`src/rtl/ex_pkg.sv`:
```
// Shared encodings for the pipelined execute stage: ALU commands, shifter
// types, controller states, NZCV bit positions and the carried control bits.
package ex_pkg;

  typedef enum logic [3:0] {
    CMD_NOP = 4'b0000,
    CMD_MOV = 4'b0001,
    CMD_ADD = 4'b0010,
    CMD_ADC = 4'b0011,
    CMD_SUB = 4'b0100,
    CMD_SBC = 4'b0101,
    CMD_AND = 4'b0110,
    CMD_ORR = 4'b0111,
    CMD_EOR = 4'b1000,
    CMD_MVN = 4'b1001,
    CMD_MUL = 4'b1010
  } exe_cmd_e;

  typedef enum logic [1:0] {
    SH_LSL = 2'b00,
    SH_LSR = 2'b01,
    SH_ASR = 2'b10,
    SH_ROR = 2'b11
  } shift_type_e;

  typedef enum logic [1:0] {
    ST_IDLE = 2'b00,
    ST_MUL  = 2'b01,
    ST_DONE = 2'b10
  } ex_state_e;

  localparam int FLAG_N = 3;
  localparam int FLAG_Z = 2;
  localparam int FLAG_C = 1;
  localparam int FLAG_V = 0;

  // Control bits that travel with an instruction into the EX/MEM register.
  typedef struct packed {
    logic wb_en;
    logic mem_r_en;
    logic mem_w_en;
    logic branch_taken;
  } ex_ctrl_t;

endpackage

```
`src/rtl/ex_stage_pipe_if.sv`:
```
// Upstream handshake, downstream stall/flush and EX/MEM result bundle of the
// execute stage. The stage itself uses the slave side.
interface ex_stage_pipe_if #(
  parameter int DATA_W     = 32,
  parameter int ADDR_W     = 32,
  parameter int REG_ADDR_W = 4
);
  logic                  in_valid;
  logic                  in_ready;
  logic [ADDR_W-1:0]     pc_in;
  logic                  wb_en_in;
  logic                  mem_r_en_in;
  logic                  mem_w_en_in;
  logic                  status_w_en_in;
  logic                  branch_taken_in;
  logic                  immd;
  logic [3:0]            exe_cmd;
  logic [DATA_W-1:0]     val_rn;
  logic [DATA_W-1:0]     val_rm;
  logic [REG_ADDR_W-1:0] dest_in;
  logic [23:0]           signed_immd_24;
  logic [11:0]           shift_operand;
  logic                  out_stall;
  logic                  flush;

  logic                  out_valid;
  logic                  wb_en_out;
  logic                  mem_r_en_out;
  logic                  mem_w_en_out;
  logic                  branch_taken_out;
  logic [REG_ADDR_W-1:0] dest_out;
  logic [DATA_W-1:0]     alu_res;
  logic [DATA_W-1:0]     val_rm_out;
  logic [ADDR_W-1:0]     branch_address;
  logic [3:0]            status;

  modport master (
    output in_valid, pc_in, wb_en_in, mem_r_en_in, mem_w_en_in, status_w_en_in,
           branch_taken_in, immd, exe_cmd, val_rn, val_rm, dest_in,
           signed_immd_24, shift_operand, out_stall, flush,
    input  in_ready, out_valid, wb_en_out, mem_r_en_out, mem_w_en_out,
           branch_taken_out, dest_out, alu_res, val_rm_out, branch_address, status
  );

  modport slave (
    input  in_valid, pc_in, wb_en_in, mem_r_en_in, mem_w_en_in, status_w_en_in,
           branch_taken_in, immd, exe_cmd, val_rn, val_rm, dest_in,
           signed_immd_24, shift_operand, out_stall, flush,
    output in_ready, out_valid, wb_en_out, mem_r_en_out, mem_w_en_out,
           branch_taken_out, dest_out, alu_res, val_rm_out, branch_address, status
  );
endinterface

```
`src/rtl/ex_mul_seq.sv`:
```
// Iterative shift-add multiplier: one partial product per cycle for DATA_W
// cycles, keeping only the low DATA_W bits of the product.
module ex_mul_seq #(
  parameter int DATA_W = 32
) (
  input  logic              clk,
  input  logic              rst,
  input  logic              start,
  input  logic              abort,
  input  logic [DATA_W-1:0] a,
  input  logic [DATA_W-1:0] b,
  output logic              busy,
  output logic              done,
  output logic [DATA_W-1:0] product
);
  localparam int CNT_W = $clog2(DATA_W);

  logic [DATA_W-1:0] mcand_q, mcand_d;
  logic [DATA_W-1:0] mplier_q, mplier_d;
  logic [DATA_W-1:0] acc_q, acc_d;
  logic [CNT_W-1:0]  cnt_q, cnt_d;
  logic              busy_q, busy_d;

  always_comb begin
    // NOTE: every variable gets a default first so no path leaves it unassigned,
    // which would otherwise infer a latch.
    mcand_d  = mcand_q;
    mplier_d = mplier_q;
    acc_d    = acc_q;
    cnt_d    = cnt_q;
    busy_d   = busy_q;
    if (abort) begin
      busy_d = 1'b0;
    end else if (start) begin
      mcand_d  = a;
      mplier_d = b;
      acc_d    = '0;
      cnt_d    = '0;
      busy_d   = 1'b1;
    end else if (busy_q) begin
      if (mplier_q[0]) acc_d = acc_q + mcand_q;
      mcand_d  = mcand_q << 1;
      mplier_d = mplier_q >> 1;
      cnt_d    = cnt_q + 1'b1;
      if (cnt_q == CNT_W'(DATA_W - 1)) busy_d = 1'b0;
    end
  end

  // NOTE: state registers use non-blocking assignments so every flop samples
  // the pre-edge values regardless of statement order.
  always_ff @(posedge clk or negedge rst) begin
    if (!rst) begin
      mcand_q  <= '0;
      mplier_q <= '0;
      acc_q    <= '0;
      cnt_q    <= '0;
      busy_q   <= 1'b0;
    end else begin
      mcand_q  <= mcand_d;
      mplier_q <= mplier_d;
      acc_q    <= acc_d;
      cnt_q    <= cnt_d;
      busy_q   <= busy_d;
    end
  end

  // done flags the edge that performs the final step; product is valid after it.
  assign busy    = busy_q;
  assign done    = busy_q && (cnt_q == CNT_W'(DATA_W - 1)) && !abort;
  assign product = acc_q;

endmodule

```
`src/rtl/ex_stage_pipe.sv`:
```
// Execute stage with EX/MEM output register, NZCV status, live-carry ADC/SBC
// and a multi-cycle multiply that holds the upstream handshake while it runs.
module ex_stage_pipe
  import ex_pkg::*;
#(
  parameter int DATA_W     = 32,
  parameter int ADDR_W     = 32,
  parameter int REG_ADDR_W = 4
) (
  input logic           clk,
  input logic           rst,
  ex_stage_pipe_if.slave bus
);
  localparam int SH_W = $clog2(DATA_W);

  if (DATA_W < 16 || (DATA_W & (DATA_W - 1)) != 0) begin : g_bad_data_w
    $error("ex_stage_pipe: DATA_W must be a power of two and at least 16");
  end

  function automatic logic [DATA_W-1:0] rotr(input logic [DATA_W-1:0] x,
                                             input logic [SH_W-1:0]   n);
    return (x >> n) | (x << (DATA_W - int'(n)));
  endfunction

  ex_state_e             state_q, state_d;
  logic                  out_valid_q, out_valid_d;
  ex_ctrl_t              out_ctrl_q, out_ctrl_d;
  logic [REG_ADDR_W-1:0] dest_q, dest_d;
  logic [DATA_W-1:0]     res_q, res_d;
  logic [DATA_W-1:0]     rm_q, rm_d;
  logic [ADDR_W-1:0]     br_q, br_d;
  logic [3:0]            status_q, status_d;
  ex_ctrl_t              m_ctrl_q, m_ctrl_d;
  logic                  m_swe_q, m_swe_d;
  logic [REG_ADDR_W-1:0] m_dest_q, m_dest_d;
  logic [DATA_W-1:0]     m_rm_q, m_rm_d;
  logic [ADDR_W-1:0]     m_br_q, m_br_d;

  logic [SH_W-1:0]   sh_amt, rot_amt;
  logic [DATA_W-1:0] val2;
  logic [DATA_W-1:0] add_b;
  logic              add_cin;
  logic [DATA_W:0]   add_sum;
  logic [DATA_W-1:0] alu_res;
  logic [3:0]        alu_nzcv;
  logic              alu_arith;
  logic              alu_flag_we;
  logic [ADDR_W-1:0] br_addr;
  ex_ctrl_t          in_ctrl;
  logic              in_ready, out_free, accept, load, mul_start;
  logic              mul_busy, mul_done;
  logic [DATA_W-1:0] mul_product;

  // Operand 2: address offset, rotated immediate or shifted register.
  always_comb begin
    sh_amt  = SH_W'(int'(bus.shift_operand[11:7]) % DATA_W);
    rot_amt = SH_W'((2 * int'(bus.shift_operand[11:8])) % DATA_W);
    val2    = '0;
    if (bus.mem_r_en_in || bus.mem_w_en_in) begin
      val2 = DATA_W'(bus.shift_operand);
    end else if (bus.immd) begin
      val2 = rotr(DATA_W'(bus.shift_operand[7:0]), rot_amt);
    end else begin
      case (bus.shift_operand[6:5])
        SH_LSL: val2 = bus.val_rm << sh_amt;
        SH_LSR: val2 = bus.val_rm >> sh_amt;
        SH_ASR: val2 = DATA_W'($signed(bus.val_rm) >>> sh_amt);
        SH_ROR: val2 = rotr(bus.val_rm, sh_amt);
        default: val2 = bus.val_rm;
      endcase
    end
  end

  // One adder serves ADD/ADC/SUB/SBC; subtraction is a + ~b + carry-in.
  always_comb begin
    add_b   = val2;
    add_cin = 1'b0;
    case (bus.exe_cmd)
      CMD_ADC: add_cin = status_q[FLAG_C];
      CMD_SUB: begin add_b = ~val2; add_cin = 1'b1; end
      CMD_SBC: begin add_b = ~val2; add_cin = status_q[FLAG_C]; end
      default: ;
    endcase
    add_sum = {1'b0, bus.val_rn} + {1'b0, add_b} + {{DATA_W{1'b0}}, add_cin};

    alu_res     = '0;
    alu_arith   = 1'b0;
    alu_flag_we = 1'b1;
    case (bus.exe_cmd)
      CMD_MOV: alu_res = val2;
      CMD_MVN: alu_res = ~val2;
      CMD_ADD, CMD_ADC, CMD_SUB, CMD_SBC: begin
        alu_res   = add_sum[DATA_W-1:0];
        alu_arith = 1'b1;
      end
      CMD_AND: alu_res = bus.val_rn & val2;
      CMD_ORR: alu_res = bus.val_rn | val2;
      CMD_EOR: alu_res = bus.val_rn ^ val2;
      default: alu_flag_we = 1'b0;
    endcase

    alu_nzcv         = status_q;
    alu_nzcv[FLAG_N] = alu_res[DATA_W-1];
    alu_nzcv[FLAG_Z] = (alu_res == '0);
    if (alu_arith) begin
      alu_nzcv[FLAG_C] = add_sum[DATA_W];
      alu_nzcv[FLAG_V] = (bus.val_rn[DATA_W-1] == add_b[DATA_W-1]) &&
                         (add_sum[DATA_W-1] != bus.val_rn[DATA_W-1]);
    end
  end

  assign br_addr = bus.pc_in +
                   ADDR_W'({{ADDR_W{bus.signed_immd_24[23]}}, bus.signed_immd_24, 2'b00});

  always_comb begin
    in_ctrl.wb_en        = bus.wb_en_in;
    in_ctrl.mem_r_en     = bus.mem_r_en_in;
    in_ctrl.mem_w_en     = bus.mem_w_en_in;
    in_ctrl.branch_taken = bus.branch_taken_in;
  end

  assign out_free = !(out_valid_q && bus.out_stall);
  assign in_ready = (state_q == ST_IDLE) && out_free;
  assign accept   = bus.in_valid && in_ready && !bus.flush;

  ex_mul_seq #(.DATA_W(DATA_W)) u_mul (
    .clk     (clk),
    .rst     (rst),
    .start   (mul_start),
    .abort   (bus.flush),
    .a       (bus.val_rn),
    .b       (bus.val_rm),
    .busy    (mul_busy),
    .done    (mul_done),
    .product (mul_product)
  );

  // Controller: a retire (load) writes the output register and the status.
  always_comb begin
    state_d     = state_q;
    out_valid_d = out_valid_q;
    out_ctrl_d  = out_ctrl_q;
    dest_d      = dest_q;
    res_d       = res_q;
    rm_d        = rm_q;
    br_d        = br_q;
    status_d    = status_q;
    m_ctrl_d    = m_ctrl_q;
    m_swe_d     = m_swe_q;
    m_dest_d    = m_dest_q;
    m_rm_d      = m_rm_q;
    m_br_d      = m_br_q;
    mul_start   = 1'b0;
    load        = 1'b0;

    if (bus.flush) begin
      state_d     = ST_IDLE;
      out_valid_d = 1'b0;
    end else begin
      case (state_q)
        ST_IDLE: begin
          if (accept && bus.exe_cmd == CMD_MUL) begin
            m_ctrl_d  = in_ctrl;
            m_swe_d   = bus.status_w_en_in;
            m_dest_d  = bus.dest_in;
            m_rm_d    = bus.val_rm;
            m_br_d    = br_addr;
            mul_start = 1'b1;
            state_d   = ST_MUL;
          end else if (accept) begin
            load       = 1'b1;
            out_ctrl_d = in_ctrl;
            dest_d     = bus.dest_in;
            res_d      = alu_res;
            rm_d       = bus.val_rm;
            br_d       = br_addr;
            if (bus.status_w_en_in && alu_flag_we) status_d = alu_nzcv;
          end
        end
        ST_MUL: begin
          if (mul_done) state_d = ST_DONE;
        end
        ST_DONE: begin
          if (out_free) begin
            load       = 1'b1;
            out_ctrl_d = m_ctrl_q;
            dest_d     = m_dest_q;
            res_d      = mul_product;
            rm_d       = m_rm_q;
            br_d       = m_br_q;
            if (m_swe_q) begin
              status_d[FLAG_N] = mul_product[DATA_W-1];
              status_d[FLAG_Z] = (mul_product == '0);
            end
            state_d = ST_IDLE;
          end
        end
        default: state_d = ST_IDLE;
      endcase
      if (load)          out_valid_d = 1'b1;
      else if (out_free) out_valid_d = 1'b0;
    end
  end

  always_ff @(posedge clk or negedge rst) begin
    if (!rst) begin
      state_q     <= ST_IDLE;
      out_valid_q <= 1'b0;
      out_ctrl_q  <= '0;
      dest_q      <= '0;
      res_q       <= '0;
      rm_q        <= '0;
      br_q        <= '0;
      status_q    <= '0;
      m_ctrl_q    <= '0;
      m_swe_q     <= 1'b0;
      m_dest_q    <= '0;
      m_rm_q      <= '0;
      m_br_q      <= '0;
    end else begin
      state_q     <= state_d;
      out_valid_q <= out_valid_d;
      out_ctrl_q  <= out_ctrl_d;
      dest_q      <= dest_d;
      res_q       <= res_d;
      rm_q        <= rm_d;
      br_q        <= br_d;
      status_q    <= status_d;
      m_ctrl_q    <= m_ctrl_d;
      m_swe_q     <= m_swe_d;
      m_dest_q    <= m_dest_d;
      m_rm_q      <= m_rm_d;
      m_br_q      <= m_br_d;
    end
  end

  assign bus.in_ready         = in_ready;
  assign bus.out_valid        = out_valid_q;
  assign bus.wb_en_out        = out_ctrl_q.wb_en;
  assign bus.mem_r_en_out     = out_ctrl_q.mem_r_en;
  assign bus.mem_w_en_out     = out_ctrl_q.mem_w_en;
  assign bus.branch_taken_out = out_ctrl_q.branch_taken;
  assign bus.dest_out         = dest_q;
  assign bus.alu_res          = res_q;
  assign bus.val_rm_out       = rm_q;
  assign bus.branch_address   = br_q;
  assign bus.status           = status_q;

  // The multiplier's busy flag mirrors ST_MUL and is kept only for observability.
  logic unused_mul_busy;
  assign unused_mul_busy = mul_busy;

endmodule

```
`src/flat_wrapper.sv`:
```
// flat-port wrapper written by rule: the top's interface ports become plain ports
module ex_stage_pipe_flat import ex_pkg::*;
#(
  parameter int DATA_W     = 32,
  parameter int ADDR_W     = 32,
  parameter int REG_ADDR_W = 4
)
  (clk, rst, bus_in_valid, bus_pc_in, bus_wb_en_in, bus_mem_r_en_in, bus_mem_w_en_in, bus_status_w_en_in, bus_branch_taken_in, bus_immd, bus_exe_cmd, bus_val_rn, bus_val_rm, bus_dest_in, bus_signed_immd_24, bus_shift_operand, bus_out_stall, bus_flush, bus_in_ready, bus_out_valid, bus_wb_en_out, bus_mem_r_en_out, bus_mem_w_en_out, bus_branch_taken_out, bus_dest_out, bus_alu_res, bus_val_rm_out, bus_branch_address, bus_status);
  ex_stage_pipe_if #(.DATA_W(DATA_W), .ADDR_W(ADDR_W), .REG_ADDR_W(REG_ADDR_W)) bus_i ();
  input logic clk;
  input logic rst;
  input wire logic [$bits(bus_i.in_valid)-1:0] bus_in_valid;
  input wire logic [$bits(bus_i.pc_in)-1:0] bus_pc_in;
  input wire logic [$bits(bus_i.wb_en_in)-1:0] bus_wb_en_in;
  input wire logic [$bits(bus_i.mem_r_en_in)-1:0] bus_mem_r_en_in;
  input wire logic [$bits(bus_i.mem_w_en_in)-1:0] bus_mem_w_en_in;
  input wire logic [$bits(bus_i.status_w_en_in)-1:0] bus_status_w_en_in;
  input wire logic [$bits(bus_i.branch_taken_in)-1:0] bus_branch_taken_in;
  input wire logic [$bits(bus_i.immd)-1:0] bus_immd;
  input wire logic [$bits(bus_i.exe_cmd)-1:0] bus_exe_cmd;
  input wire logic [$bits(bus_i.val_rn)-1:0] bus_val_rn;
  input wire logic [$bits(bus_i.val_rm)-1:0] bus_val_rm;
  input wire logic [$bits(bus_i.dest_in)-1:0] bus_dest_in;
  input wire logic [$bits(bus_i.signed_immd_24)-1:0] bus_signed_immd_24;
  input wire logic [$bits(bus_i.shift_operand)-1:0] bus_shift_operand;
  input wire logic [$bits(bus_i.out_stall)-1:0] bus_out_stall;
  input wire logic [$bits(bus_i.flush)-1:0] bus_flush;
  output wire logic [$bits(bus_i.in_ready)-1:0] bus_in_ready;
  output wire logic [$bits(bus_i.out_valid)-1:0] bus_out_valid;
  output wire logic [$bits(bus_i.wb_en_out)-1:0] bus_wb_en_out;
  output wire logic [$bits(bus_i.mem_r_en_out)-1:0] bus_mem_r_en_out;
  output wire logic [$bits(bus_i.mem_w_en_out)-1:0] bus_mem_w_en_out;
  output wire logic [$bits(bus_i.branch_taken_out)-1:0] bus_branch_taken_out;
  output wire logic [$bits(bus_i.dest_out)-1:0] bus_dest_out;
  output wire logic [$bits(bus_i.alu_res)-1:0] bus_alu_res;
  output wire logic [$bits(bus_i.val_rm_out)-1:0] bus_val_rm_out;
  output wire logic [$bits(bus_i.branch_address)-1:0] bus_branch_address;
  output wire logic [$bits(bus_i.status)-1:0] bus_status;
  assign bus_i.in_valid = bus_in_valid;
  assign bus_i.pc_in = bus_pc_in;
  assign bus_i.wb_en_in = bus_wb_en_in;
  assign bus_i.mem_r_en_in = bus_mem_r_en_in;
  assign bus_i.mem_w_en_in = bus_mem_w_en_in;
  assign bus_i.status_w_en_in = bus_status_w_en_in;
  assign bus_i.branch_taken_in = bus_branch_taken_in;
  assign bus_i.immd = bus_immd;
  assign bus_i.exe_cmd = bus_exe_cmd;
  assign bus_i.val_rn = bus_val_rn;
  assign bus_i.val_rm = bus_val_rm;
  assign bus_i.dest_in = bus_dest_in;
  assign bus_i.signed_immd_24 = bus_signed_immd_24;
  assign bus_i.shift_operand = bus_shift_operand;
  assign bus_i.out_stall = bus_out_stall;
  assign bus_i.flush = bus_flush;
  assign bus_in_ready = bus_i.in_ready;
  assign bus_out_valid = bus_i.out_valid;
  assign bus_wb_en_out = bus_i.wb_en_out;
  assign bus_mem_r_en_out = bus_i.mem_r_en_out;
  assign bus_mem_w_en_out = bus_i.mem_w_en_out;
  assign bus_branch_taken_out = bus_i.branch_taken_out;
  assign bus_dest_out = bus_i.dest_out;
  assign bus_alu_res = bus_i.alu_res;
  assign bus_val_rm_out = bus_i.val_rm_out;
  assign bus_branch_address = bus_i.branch_address;
  assign bus_status = bus_i.status;
  ex_stage_pipe #(.DATA_W(DATA_W), .ADDR_W(ADDR_W), .REG_ADDR_W(REG_ADDR_W)) u_core (.clk(clk), .rst(rst), .bus(bus_i));
endmodule
```
`config.mk`:
```
export PLATFORM = sky130hd
export DESIGN_NAME = ex_stage_pipe_flat
export DESIGN_NICKNAME = d
export VERILOG_FILES = /design/src/rtl/ex_pkg.sv /design/src/rtl/ex_stage_pipe_if.sv /design/src/rtl/ex_mul_seq.sv /design/src/rtl/ex_stage_pipe.sv /design/src/flat_wrapper.sv
export SDC_FILE = /design/constraint.sdc
export NUM_CORES = 1
export LEC_CHECK = 0
export CELL_PAD_IN_SITES_DETAIL_PLACEMENT = 0
export CELL_PAD_IN_SITES_GLOBAL_PLACEMENT = 1
export CORE_MARGIN = 1.5
export CORE_UTILIZATION = 41
export CTS_BUF_LIST = sky130_fd_sc_hd__clkbuf_8 sky130_fd_sc_hd__clkbuf_16
export DETAILED_ROUTE_END_ITERATION = 6
export HOLD_SLACK_MARGIN = 0.1
export PLACE_DENSITY_LB_ADDON = 0.05
export SLEW_MARGIN = 20
export SYNTH_ARGS = -nofsm -noshare
export SYNTH_HDL_FRONTEND = slang
export SYNTH_HIERARCHICAL = 1
export SYNTH_SLANG_ARGS = --single-unit
```
`constraint.sdc`:
```
create_clock -name clk -period 3.65 [get_ports clk]
set_input_delay 0.73 -clock clk [delete_from_list [all_inputs] [get_ports clk]]
set_output_delay 0.73 -clock clk [all_outputs]
set_load 0.05 [all_outputs]
```
==> metrics.md <==
| Metric | Value |
|---|---|
| Final Wtd Congestion | `1.06` |
| CTS Buffer Depth | `3` |
| Share of cells above drive strength 1 | `34.7%` |
| Rel. slew slack | `34.5%` |
| Top_reg_cell synth | `dfrtp_1` |
| # rows | `94` |
| Total die area | `0.0688 mm²` |
| Final wirelength | `138000 µm` |
| GRT Resource Usage Total | `38.3%` |
| Via Count | `32300` |
| Hold Crit Class | `in -> async` |
| Clk_lat worst skew | `0.59 ns` |
| Skew final | `0.0197 ns` |
| Synthesized area | `0.0276 mm²` |
| Synth Area per Inst | `8.23 µm²` |
| Iteration count of the initial detailed-routing pass | `7` |
| Area leader, netlist | `dfrtp_1` |
| DIE HEIGHT | `262 µm` |
| Peak supply drop | `0.000424 V` |
| Port Buffers | `260` |
| CTS tree | `yes` |
| Tmin final | `5.71 ns` |
| Critical path peak fanout | `8` |
| Cell area after layout | `0.0412 mm²` |
| H-tree level count | `1` |
| Initial antenna violation count | `3` |
| Initial cell density of the core | `41.7%` |
| Final net count | `4637` |
| Syn Nets | `3663` |
| Endpoint arrival time on the critical path | `6.23 ns` |
| F_max | `175 MHz` |
| Number of global-route vias before repair | `31600` |
| Slew Viols, Final | `0` |
| Setup Slack @ Placement | `-3.13 ns` |
| Max stage delay on crit path | `0.47 ns` |
| WL per Instance | `26.5 µm` |
| Hold slack | `0.143 ns` |
| Critical path type | `in -> reg` |
| Post-route DRC | `3` |
| Clock net sink count | `286` |
| Synthesis-to-finish area growth | `49.6%` |
| Setup_tns | `-47.63 ns` |
| Synth unique cells | `122` |
| Synth top area share | `26.0%` |
| Register bit total from synthesis | `286` |
| Clk slew on worst S/H paths | `0.06 ns` |
| Cell Pwr Density | `357 mW/mm²` |
| Total grt overflow | `0` |
| Root Driver | `clkbuf_16` |
| Synth area leaders | `dfrtp_1, nand2_1, ha_1` |
| Area of placed instances | `0.0370 mm²` |
| Post-synth EDFFs | `0` |
| Startpoint types | `input port` |
| 1st-iter DRT viols | `3272` |
| CTS buffer count | `31` |
| Status | `complete, but fails checks` |
| Ys Warns | `6` |
| Slowest-stage cell, CP | `or4_1` |
| LEAKAGE | `18.5 nW` |
| MaxCap Viol Count | `0` |
| Layout fillers | `5639` |
| HPWL after detailed placement | `107000 µm` |
| Core ar. | `0.0661 mm²` |
| Fin crit share | `156%` |
| Violated checks | `design-rule violations, negative setup slack` |
| RSZ-0062 raised after global routing | `yes` |
| Top cell by count, worst path | `buf_4` |
| Post-DRT Antenna Nets | `0` |
| Post-synthesis cell count | `3348` |
| Largest net degree at the start of global routing | `82` |
| Setup violations, final | `35` |
| Fin. Hold Viols | `0` |
| CP Capture Type | `flop` |
| First-pass GRT wire length | `201000 µm` |
| Sequential share of the synthesized area | `26.0%` |
| WP data required | `4.17 ns` |
| Slack of the critical path | `-2.06 ns` |
| Tot Pwr | `14.7 mW` |
| Worst Tran Pin Value | `0.983 ns` |
| # IOs | `261` |
| CTS Hold Buffers Added | `0` |
| DIE WIDTH | `262 µm` |
| Synth async-reset ratio | `100%` |
| Vias per cell | `6.20` |
==> sequential cells by signal, summed over array words and instances (netlist names), 2 cells and up <==
| signal | cells |
|---|---|
| u_core/bus.alu_res | 32 |
| u_core/m_rm_q | 32 |
| u_core/m_dest_q | 4 |
| u_core/state_q | 2 |
| u_core/m_br_q | 32 |
| u_core/u_mul/product | 32 |
| u_core/u_mul/mplier_q | 32 |
| u_core/bus.status | 4 |
| u_core/u_mul/mcand_q | 32 |
| u_core/u_mul/cnt_q | 5 |
| u_core/bus.branch_address | 32 |
| u_core/bus.val_rm_out | 32 |
| u_core/bus.dest_out | 4 |
| u_core/m_ctrl_q | 4 |
==> synthesized netlist by cell type (24+ instances only) <==
cell type,number
a211oi_1,28
a21o_1,37
a21oi_1,177
a22oi_1,85
a31oi_1,82
buf_1,29
buf_2,38
clkbuf_1,178
dfrtp_1,286
ha_1,160
inv_1,112
mux2_2,60
mux2i_1,138
mux4_2,71
nand2_1,540
nand3_1,44
nor2_1,267
nor3_1,52
o211ai_1,41
o21ai_0,246
o22ai_1,24
o31ai_1,28
xnor2_1,68
xor2_1,41
==> routing by layer <==
metal / GRT usage (%) / vias up / part of all wire (%)
li1: - / 14300 / -
met1: 47.8 / 15800 / 38
met2: 62.6 / 1783 / 46
met3: 5.52 / 452 / 8.2
met4: 23.6 / 2 / 7.9
met5: 0 / - / 0.0094
==> placed cells by master, fill, tap and decap left out, types with 71 or more instances in the layout <==
master           count
buf_4              841
nand2_1            530
dfrtp_1            286
nor2_1             248
clkdlybuf4s50_1    220
o21ai_0            198
ha_1               150
a21oi_1            140
mux2i_1            114
inv_1              112
a22oi_1             82
a31oi_1             75
mux4_2              71
==> cells by family (layout without fill, tap and decap cells) <==
kind of cell | count (synthesis) | after routing | share of synthesized area [%]
AO/OA/AOI/OAI | 1009 | 1009 | 24.7
XOR/XNOR | 111 | 111 | 3.58
other | 0 | 2 | 0
multiplexers | 291 | 291 | 14.4
buffers and inverters | 389 | 1384 | 6.03
AND/OR/NAND/NOR | 1098 | 1098 | 17.8
flip-flops | 286 | 286 | 26.0
adder cells (fa/ha/maj) | 164 | 164 | 7.56
==> power by group <==
part | switching [mW] | total [mW] | internal (mW)
clock network | 1.33 | 3.47 | 2.15
registers | 0.352 | 4.01 | 3.66
logic | 4.11 | 7.22 | 3.11
==> final timing paths <==
path                                                   from  slack, ns  depth (start not counted)                                        to
hold / removal                                          rst       0.14                          1             u_core/m_rm_q[18]$_DFFE_PN0P_
setup / recovery                       bus_shift_operand[7]      -2.06                         29          u_core/bus.status[2]$_DFFE_PN0P_
setup reg to reg           u_core/bus.status[1]$_DFFE_PN0P_      -0.68                         19          u_core/bus.status[2]$_DFFE_PN0P_
hold reg to reg               u_core/m_br_q[22]$_DFFE_PN0P_       0.47                          2             u_core/m_br_q[22]$_DFFE_PN0P_
min in group clk              u_core/m_br_q[22]$_DFFE_PN0P_       0.47                          2             u_core/m_br_q[22]$_DFFE_PN0P_
max in group asynchronous                               rst       2.64                          2  u_core/bus.branch_address[0]$_DFFE_PN0P_
==> stage by stage <==
step                util (%)  cells
CTS                     60.9   5176
finish                  62.3   5209
global placement        56.0   5028
detailed placement      56.0   5028
global route            62.3   5208
floorplan                  -   3348
==> timing repair <==
item	in CTS	in global routing
buffers inserted	100	32
gates cloned	4	0
pin swaps	108	84
setup endpoints to repair	38	45
gates resized for setup	363	145
==> area by class of cell <==
type	count	area, µm²	share of cell area [%]
antenna	2	5.00	0.0121
multi-input combinational	2673	20900	50.8
tap	864	1080	2.62
timing repair buffer	1207	10400	25.3
clock buffer	37	858	2.08
inverter	123	484	1.17
clock inverter	17	265	0.644
sequential	286	7160	17.4
==> worst max-delay path: cells and delay by family <==
family	cells	cell delay (ns)
fa+ha+maj	2	0.85
xor+xnor	2	0.40
simple gates	8	1.39
buf+inv	7	0.85
mux	3	0.56
compound gates	7	1.43
Note: power is estimated with default switching activity, not from simulation.
